**src/rtl/conv_window_gen_if.sv**
```systemverilog
`default_nettype none
// ============================================================================
// Module      : conv_window_gen_if
// Description : Pixel-stream / window-output bundle for the 3x3 window generator
// Revision    : 1.0 - initial release
// ============================================================================
interface conv_window_gen_if;
    logic         start_i;
    logic [7:0]   pix_i;
    logic         pix_vld_i;
    logic [127:0] din_o;
    logic         vld_o;
    logic [15:0]  row_o;
    logic [15:0]  col_o;
    logic         busy_o;
    logic         frame_done_o;

    modport master (
        output start_i, pix_i, pix_vld_i,
        input  din_o, vld_o, row_o, col_o, busy_o, frame_done_o
    );

    modport slave (
        input  start_i, pix_i, pix_vld_i,
        output din_o, vld_o, row_o, col_o, busy_o, frame_done_o
    );
endinterface
`default_nettype wire

```
**src/rtl/conv_window_gen.sv**
```systemverilog
`default_nettype none
// ============================================================================
// Module      : conv_window_gen
// Description : Streaming zero-padded 3x3 window generator feeding the MAC array
// Revision    : 1.0 - initial release
// ============================================================================
module conv_window_gen #(
    parameter int IFM_WIDTH  = 256,
    parameter int IFM_HEIGHT = 256,
    parameter int DW         = 8
) (
    input wire               clk,
    input wire               rstn,
    conv_window_gen_if.slave bus
);
    localparam int c_NPIX = IFM_WIDTH * IFM_HEIGHT;
    localparam int c_KW   = $clog2(c_NPIX + 1);
    localparam int c_PW   = $clog2(IFM_WIDTH);

    localparam logic [c_KW-1:0] c_K_FIRST  = c_KW'(IFM_WIDTH + 1);
    localparam logic [c_KW-1:0] c_K_LAST   = c_KW'(c_NPIX - 1);
    localparam logic [c_PW-1:0] c_P_LAST   = c_PW'(IFM_WIDTH - 1);
    localparam logic [15:0]     c_LAST_COL = 16'(IFM_WIDTH - 1);
    localparam logic [15:0]     c_LAST_ROW = 16'(IFM_HEIGHT - 1);

    localparam logic [2:0] c_ST_IDLE  = 3'd0;
    localparam logic [2:0] c_ST_FILL  = 3'd1;
    localparam logic [2:0] c_ST_RUN   = 3'd2;
    localparam logic [2:0] c_ST_FLUSH = 3'd3;
    localparam logic [2:0] c_ST_DONE  = 3'd4;

    logic [2:0]      r_state, w_state_nxt;
    logic [c_KW-1:0] r_kin;
    logic [c_PW-1:0] r_ptr;
    logic [15:0]     r_crow, r_ccol;
    logic [DW-1:0]   r_lb0 [IFM_WIDTH];
    logic [DW-1:0]   r_lb1 [IFM_WIDTH];
    logic [DW-1:0]   r_win [9];
    logic [DW-1:0]   w_nxt [9];
    logic [127:0]    r_din, w_din;
    logic            r_vld, r_busy, r_frame_done;
    logic [15:0]     r_row, r_col;
    logic            w_start, w_accept, w_flush, w_emit, w_adv, w_last_ctr;
    logic [DW-1:0]   w_pix_in, w_lb0_rd, w_lb1_rd;

    assign w_last_ctr = (r_crow == c_LAST_ROW) && (r_ccol == c_LAST_COL);
    assign w_adv      = w_accept | w_flush;
    assign w_pix_in   = w_accept ? bus.pix_i : '0;
    assign w_lb0_rd   = r_lb0[r_ptr];
    assign w_lb1_rd   = r_lb1[r_ptr];

    always_comb begin
        w_state_nxt = r_state;
        w_start     = 1'b0;
        w_accept    = 1'b0;
        w_flush     = 1'b0;
        w_emit      = 1'b0;
        case (r_state)
            c_ST_IDLE: begin
                // a start coinciding with frame_done_o belongs to the old frame
                if (bus.start_i && !r_frame_done) begin
                    w_start     = 1'b1;
                    w_state_nxt = c_ST_FILL;
                end
            end
            c_ST_FILL: begin
                if (bus.pix_vld_i) begin
                    w_accept = 1'b1;
                    if (r_kin == c_K_FIRST) begin
                        w_emit      = 1'b1;
                        w_state_nxt = (r_kin == c_K_LAST) ? c_ST_FLUSH : c_ST_RUN;
                    end
                end
            end
            c_ST_RUN: begin
                if (bus.pix_vld_i) begin
                    w_accept = 1'b1;
                    w_emit   = 1'b1;
                    if (r_kin == c_K_LAST) begin
                        w_state_nxt = c_ST_FLUSH;
                    end
                end
            end
            c_ST_FLUSH: begin
                w_flush = 1'b1;
                w_emit  = 1'b1;
                if (w_last_ctr) begin
                    w_state_nxt = c_ST_DONE;
                end
            end
            c_ST_DONE: w_state_nxt = c_ST_IDLE;
            default:   w_state_nxt = c_ST_IDLE;
        endcase
    end

    // Window after this cycle's shift: right column is the newest pixel of each row.
    always_comb begin
        w_nxt[0] = r_win[1];
        w_nxt[1] = r_win[2];
        w_nxt[2] = w_lb1_rd;
        w_nxt[3] = r_win[4];
        w_nxt[4] = r_win[5];
        w_nxt[5] = w_lb0_rd;
        w_nxt[6] = r_win[7];
        w_nxt[7] = r_win[8];
        w_nxt[8] = w_pix_in;
    end

    // Border masks also hide wrapped or stale pixels from neighbouring rows/frames.
    always_comb begin
        w_din = '0;
        for (int i = 0; i < 9; i++) begin
            if (!(((i < 3) && (r_crow == 16'd0)) ||
                  ((i > 5) && (r_crow == c_LAST_ROW)) ||
                  (((i % 3) == 0) && (r_ccol == 16'd0)) ||
                  (((i % 3) == 2) && (r_ccol == c_LAST_COL)))) begin
                w_din[i*DW +: DW] = w_nxt[i];
            end
        end
    end

    always_ff @(posedge clk) begin
        if (w_adv) begin
            r_lb0[r_ptr] <= w_pix_in;
            r_lb1[r_ptr] <= w_lb0_rd;
            for (int i = 0; i < 9; i++) begin
                r_win[i] <= w_nxt[i];
            end
        end
    end

    always_ff @(posedge clk or negedge rstn) begin
        if (!rstn) begin
            r_state      <= c_ST_IDLE;
            r_kin        <= '0;
            r_ptr        <= '0;
            r_crow       <= '0;
            r_ccol       <= '0;
            r_din        <= '0;
            r_vld        <= 1'b0;
            r_row        <= '0;
            r_col        <= '0;
            r_busy       <= 1'b0;
            r_frame_done <= 1'b0;
        end else begin
            r_state      <= w_state_nxt;
            r_vld        <= w_emit;
            r_busy       <= (w_state_nxt != c_ST_IDLE);
            r_frame_done <= (r_state == c_ST_DONE);
            if (w_start) begin
                r_kin  <= '0;
                r_ptr  <= '0;
                r_crow <= '0;
                r_ccol <= '0;
            end
            if (w_accept) begin
                r_kin <= r_kin + 1'b1;
            end
            if (w_adv) begin
                r_ptr <= (r_ptr == c_P_LAST) ? '0 : r_ptr + 1'b1;
            end
            if (w_emit) begin
                r_din <= w_din;
                r_row <= r_crow;
                r_col <= r_ccol;
                if (r_ccol == c_LAST_COL) begin
                    r_ccol <= '0;
                    r_crow <= r_crow + 16'd1;
                end else begin
                    r_ccol <= r_ccol + 16'd1;
                end
            end
        end
    end

    assign bus.din_o        = r_din;
    assign bus.vld_o        = r_vld;
    assign bus.row_o        = r_row;
    assign bus.col_o        = r_col;
    assign bus.busy_o       = r_busy;
    assign bus.frame_done_o = r_frame_done;
endmodule
`default_nettype wire
```
**src/flat_wrapper.sv**
```systemverilog
// flat-port wrapper written by rule: the top's interface ports become plain ports
module conv_window_gen_flat 
#(
    parameter int IFM_WIDTH  = 256,
    parameter int IFM_HEIGHT = 256,
    parameter int DW         = 8
)
  (clk, rstn, bus_start_i, bus_pix_i, bus_pix_vld_i, bus_din_o, bus_vld_o, bus_row_o, bus_col_o, bus_busy_o, bus_frame_done_o);
  conv_window_gen_if bus_i ();
  input wire clk;
  input wire rstn;
  input wire logic [$bits(bus_i.start_i)-1:0] bus_start_i;
  input wire logic [$bits(bus_i.pix_i)-1:0] bus_pix_i;
  input wire logic [$bits(bus_i.pix_vld_i)-1:0] bus_pix_vld_i;
  output wire logic [$bits(bus_i.din_o)-1:0] bus_din_o;
  output wire logic [$bits(bus_i.vld_o)-1:0] bus_vld_o;
  output wire logic [$bits(bus_i.row_o)-1:0] bus_row_o;
  output wire logic [$bits(bus_i.col_o)-1:0] bus_col_o;
  output wire logic [$bits(bus_i.busy_o)-1:0] bus_busy_o;
  output wire logic [$bits(bus_i.frame_done_o)-1:0] bus_frame_done_o;
  assign bus_i.start_i = bus_start_i;
  assign bus_i.pix_i = bus_pix_i;
  assign bus_i.pix_vld_i = bus_pix_vld_i;
  assign bus_din_o = bus_i.din_o;
  assign bus_vld_o = bus_i.vld_o;
  assign bus_row_o = bus_i.row_o;
  assign bus_col_o = bus_i.col_o;
  assign bus_busy_o = bus_i.busy_o;
  assign bus_frame_done_o = bus_i.frame_done_o;
  conv_window_gen #(.IFM_WIDTH(IFM_WIDTH), .IFM_HEIGHT(IFM_HEIGHT), .DW(DW)) u_core (.clk(clk), .rstn(rstn), .bus(bus_i));
endmodule
```
**config.mk**
```make
export PLATFORM = sky130hd
export DESIGN_NAME = conv_window_gen_flat
export DESIGN_NICKNAME = d
export VERILOG_FILES = /design/src/rtl/conv_window_gen_if.sv /design/src/rtl/conv_window_gen.sv /design/src/flat_wrapper.sv
export SDC_FILE = /design/constraint.sdc
export NUM_CORES = 2
export LEC_CHECK = 0
export BUFFER_PORTS_ARGS = -buffer_cell sky130_fd_sc_hd__clkbuf_2
export CAP_MARGIN = 20
export CORE_AREA = 2 2 518 520
export DETAILED_ROUTE_END_ITERATION = 8
export DIE_AREA = 0 0 520 522
export PLACE_DENSITY_LB_ADDON = 0.1
export SYNTH_ARGS = -nofsm -noshare
export SYNTH_HDL_FRONTEND = slang
export SYNTH_MEMORY_MAX_BITS = 65536
export SYNTH_SLANG_ARGS = --single-unit
export TNS_END_PERCENT = 30
```
**constraint.sdc**
```tcl
create_clock -name clk -period 13 [get_ports clk]
set_input_delay 1.95 -clock clk [delete_from_list [all_inputs] [get_ports clk]]
set_output_delay 1.95 -clock clk [all_outputs]
set_load 0.01 [all_outputs]
```
==> reports/summary.txt <==
====================================================================================
Result of the run                                                       finished with violations
Failing checks                                                                   DRC
Clock buffer depth                                                                 4
Met1 layer wirelength in the final routing                                 167100 um
Number of buffers inserted for hold repair after clock tree synthesis              0
DIE HEIGHT                                                                    522 um
Max capacitance violation total                                                    0
Capture point of the worst path                                         u_core.r_lb1[180][1]$_DFFE_PP_
Final min period                                                            7.149 ns
Sw power                                                                   0.01101 W
Switching Fraction                                                            29.15%
Count of nets left with antenna violations after detail routing                    0
Launching instance or port of the critical path                         u_core.r_ptr[2]$_DFFE_PN0P_
Part of the Yosys area used for sequential elements                           77.18%
WP data required                                                            13.59 ns
Crit path setup slack, layout                                               5.851 ns
Total internal power                                                       0.02677 W
FF+latch count, synth                                                           4311
Combined area of all synthesized cells                                    0.1667 mm2
Minimum hold slack                                                         0.4499 ns
Maximum fanout encountered on the critical timing path                            92
Via density                                                                    6.908
Number of clock buffers inserted by TritonCTS                                    423
Commonest cells post-synth                                              sky130_fd_sc_hd__edfxtp_1, sky130_fd_sc_hd__mux4_2, sky130_fd_sc_hd__mux2i_1
Yosys warns                                                                        0
First-pass DRT Iterations                                                          9
Count leader, synth                                                     sky130_fd_sc_hd__edfxtp_1
CP Capture Type                                                             register
Top cells by area in the synthesized netlist                            sky130_fd_sc_hd__edfxtp_1, sky130_fd_sc_hd__mux4_2, sky130_fd_sc_hd__mux2i_1
Worst setup slack after placement                                           6.065 ns
Global-route usage over all layers                                            32.71%
Buffers inserted during post-CTS setup optimization                                0
Largest net degree at the start of global routing                                211
Met2 routed WL                                                             207400 um
Worst slew margin relative to its limit                                       12.10%
CTS tree                                                                         yes
CTS Root Cell                                                           sky130_fd_sc_hd__clkbuf_16
# rows                                                                           190
Critical Path Source Type                                                   register
Post-synth cell types                                                             74
Final wirelength                                                           444900 um
Sum of negative setup slack                                                     0 ns
DRC                                                                               40
Combinational share of power                                                   22.5%
Detail Placement HPWL                                                      262400 um
Async set-reset flop share out of synthesis                                   3.874%
Share of post-route cells with drive strength above 1                         23.51%
Number of sinks on the clock net                                                4311
Via count of the first global-routing pass                                     84590
Max-slew violation total from the final report                                     0
Crit Path Category                                                      register to register
Post-route clock period utilization                                           54.99%
RSZ-0062 raised after global routing                                           false
Final hold violations                                                              0
Number of instances in the synthesized netlist                                  8226
Leakage component of the power                                              60.83 nW
Highest routed metal layer                                                      met5
Area added between synthesis and finish                                       12.09%
Power density over the cells                                            202.2 mW/mm2
Maximum VDD drop                                                           0.2491 mV
Average cell area after synthesis                                          20.26 um2
Number of H-tree levels                                                            5
Worst flop-to-flop path endpoint                                        u_core.r_lb1[180][1]$_DFFE_PP_
Total of endpoints with negative setup slack in the final report                   0
Number of synthesized flops with an enable pin                                  4144
Latest clock arrival within the worst-skew pair                              0.98 ns
Die width                                                                     520 um
Most used flip-flop cell after synthesis                                sky130_fd_sc_hd__edfxtp_1
Portion of total power attributed to sequential cells                          45.7%
Final #Nets                                                                     8756
Via count                                                                      87360
Synth top area share                                                          74.67%
Routed length on met3                                                       50930 um
Worst Max-Slew Pin Slew                                                     1.315 ns
Worst R2R Start                                                         u_core.r_ptr[2]$_DFFE_PN0P_
Total of cells resized after clock tree synthesis                                  0
Buffers added on ports                                                           118
Final RePlAce weighted congestion                                             0.8638
Reg-to-reg setup timing slack                                                5.85 ns
Cell accounting for the most synthesized area                           sky130_fd_sc_hd__edfxtp_1
Number of antenna violations at the first check in global routing                 22
Count of placed standard cells including taps                                  11860
Mean routed wirelength per cell                                             35.18 um
Clock-pin slew on the worst setup and hold paths                             0.06 ns
Core region area                                                          0.2665 mm2
Number of standard cells in the layout, taps in and fillers out                12650
Initial Utilization                                                           62.54%
Fraction of power consumed by the clock network                                31.8%
Min-delay worst type                                                    register to register
Design Power                                                               0.03778 W
Global route total overflow                                                        0
Clk_skew                                                                  0.05878 ns
Data arrival, critical path                                                  7.74 ns
Number of I/O pins                                                               175
Wire length of the first global-routing pass                               627700 um
Number of DRC violations after detailed-routing iteration 0                    13530
Cell count of the worst reg-to-reg path                                           11
Area of the die                                                           0.2714 mm2
Max Clk Rate                                                              0.1399 GHz
====================================================================================
layout by cell type (no fill, tap or decap), types with 14 or more instances in the layout:
cell,n
sky130_fd_sc_hd__inv_1,18
sky130_fd_sc_hd__conb_1,56
sky130_fd_sc_hd__mux2_2,104
sky130_fd_sc_hd__buf_12,14
sky130_fd_sc_hd__nor2_1,322
sky130_fd_sc_hd__a22o_1,35
sky130_fd_sc_hd__mux2i_1,511
sky130_fd_sc_hd__nor3_1,34
sky130_fd_sc_hd__nor4_1,21
sky130_fd_sc_hd__o21ai_0,90
sky130_fd_sc_hd__clkbuf_1,98
sky130_fd_sc_hd__nand2_1,367
sky130_fd_sc_hd__nor2_2,14
sky130_fd_sc_hd__mux4_2,791
sky130_fd_sc_hd__and2_1,14
sky130_fd_sc_hd__clkinv_1,100
sky130_fd_sc_hd__o22ai_1,101
sky130_fd_sc_hd__bufinv_16,38
sky130_fd_sc_hd__o211ai_1,22
sky130_fd_sc_hd__clkinv_2,65
sky130_fd_sc_hd__nand3_1,180
sky130_fd_sc_hd__and3_1,24
sky130_fd_sc_hd__a221oi_1,39
sky130_fd_sc_hd__a22oi_1,305
sky130_fd_sc_hd__clkbuf_16,426
sky130_fd_sc_hd__clkbuf_8,16
sky130_fd_sc_hd__edfxtp_1,4144
sky130_fd_sc_hd__buf_4,413
sky130_fd_sc_hd__dfrtp_1,159
sky130_fd_sc_hd__nand3_2,16
sky130_fd_sc_hd__nand4_1,31
sky130_fd_sc_hd__clkbuf_2,117
sky130_fd_sc_hd__o31ai_1,18
sky130_fd_sc_hd__a21oi_1,88
cell families (layout without fill, tap and decap cells):
kind of cell / Yosys count / after routing / share of synthesized area (%)
AND/OR/NAND/NOR: 1116 / 1116 / 3.006
AO/OA/AOI/OAI: 816 / 816 / 3.476
XOR/XNOR: 13 / 13 / 0.06832
flip-flops: 4311 / 4311 / 77.18
multiplexers: 1406 / 1406 / 14.46
buffers and inverters: 552 / 1357 / 1.727
other: 1 / 65 / 0.002250
adder cells (fa/ha/maj): 11 / 11 / 0.08258
through the flow:
stage / utilization [%] / instance area, um2
floorplan: - / 166900
global route: 70.09 / 186800
finish: 70.10 / 186800
detailed placement: 64.95 / 173100
global placement: 64.90 / 173000
CTS: 70.05 / 186700
worst min-delay path by stage:
stage,from,to,slack (ns),cells past startpoint
finish,u_core.r_win[0][43]$_DFFE_PP_,u_core.r_win[0][35]$_DFFE_PP_,0.45,0
global route,u_core.r_win[0][43]$_DFFE_PP_,u_core.r_win[0][35]$_DFFE_PP_,0.46,0
floorplan,u_core.r_win[0][18]$_DFFE_PP_,u_core.r_win[0][10]$_DFFE_PP_,0.43,0
global placement,u_core.r_win[0][70]$_DFFE_PP_,u_core.r_win[0][62]$_DFFE_PP_,0.43,0
CTS,u_core.r_win[0][70]$_DFFE_PP_,u_core.r_win[0][62]$_DFFE_PP_,0.45,0
detailed placement,u_core.r_win[0][70]$_DFFE_PP_,u_core.r_win[0][62]$_DFFE_PP_,0.43,0
routing by layer:
layer / GRT usage (%) / up-vias
li1: - / 34850
met1: 47.36 / 46070
met2: 49.52 / 5551
met3: 7.265 / 882
met4: 12.81 / 14
met5: 0 / -
state kept, by name (all words and copies together), names as in the netlist:
register                 flops
u_core.bus.row_o            16
u_core.r_lb1              2048
u_core.bus.vld_o             1
u_core.bus.frame_done_o      1
u_core.r_state               3
u_core.r_ptr                 8
u_core.r_crow               16
u_core.bus.busy_o            1
u_core.r_win                48
u_core.bus.din_o            72
u_core.r_ccol               16
u_core.r_lb0              2048
u_core.r_kin                17
u_core.bus.col_o            16
area by class of cell:
type | instances | area, um2
clock buffers | 540 | 11250
inverters | 22 | 87.58
flip-flops and latches | 4311 | 128600
repair buffers | 557 | 4187
multi-input cells | 3418 | 35830
diodes | 9 | 22.52
fillers | 16130 | 79690
clock inverters | 238 | 2341
well taps | 3552 | 4444
power by group through the flow:
stage | clock (W) | sequential, W | combinational, W
finish | 0.0120 | 0.0173 | 0.00849
global route | 0.0127 | 0.0173 | 0.00888
floorplan | 0 | 0.0182 | 0.00531
CTS | 0.0121 | 0.0172 | 0.00843
detailed placement | 0 | 0.0175 | 0.00840
global placement | 0 | 0.0175 | 0.00821
critical path: stages (launching register included):
cell,delay [ns]
sky130_fd_sc_hd__dfrtp_4,1.01
sky130_fd_sc_hd__buf_4,0.56
sky130_fd_sc_hd__buf_4,0.54
sky130_fd_sc_hd__and3b_1,0.76
sky130_fd_sc_hd__buf_4,0.45
sky130_fd_sc_hd__a22o_1,0.21
sky130_fd_sc_hd__a221oi_1,0.06
sky130_fd_sc_hd__nand3_1,0.42
sky130_fd_sc_hd__nand2_1,0.30
sky130_fd_sc_hd__a32oi_4,1.00
sky130_fd_sc_hd__buf_4,0.52
sky130_fd_sc_hd__buf_4,0.80
Note: power is estimated with default switching activity, not from simulation.
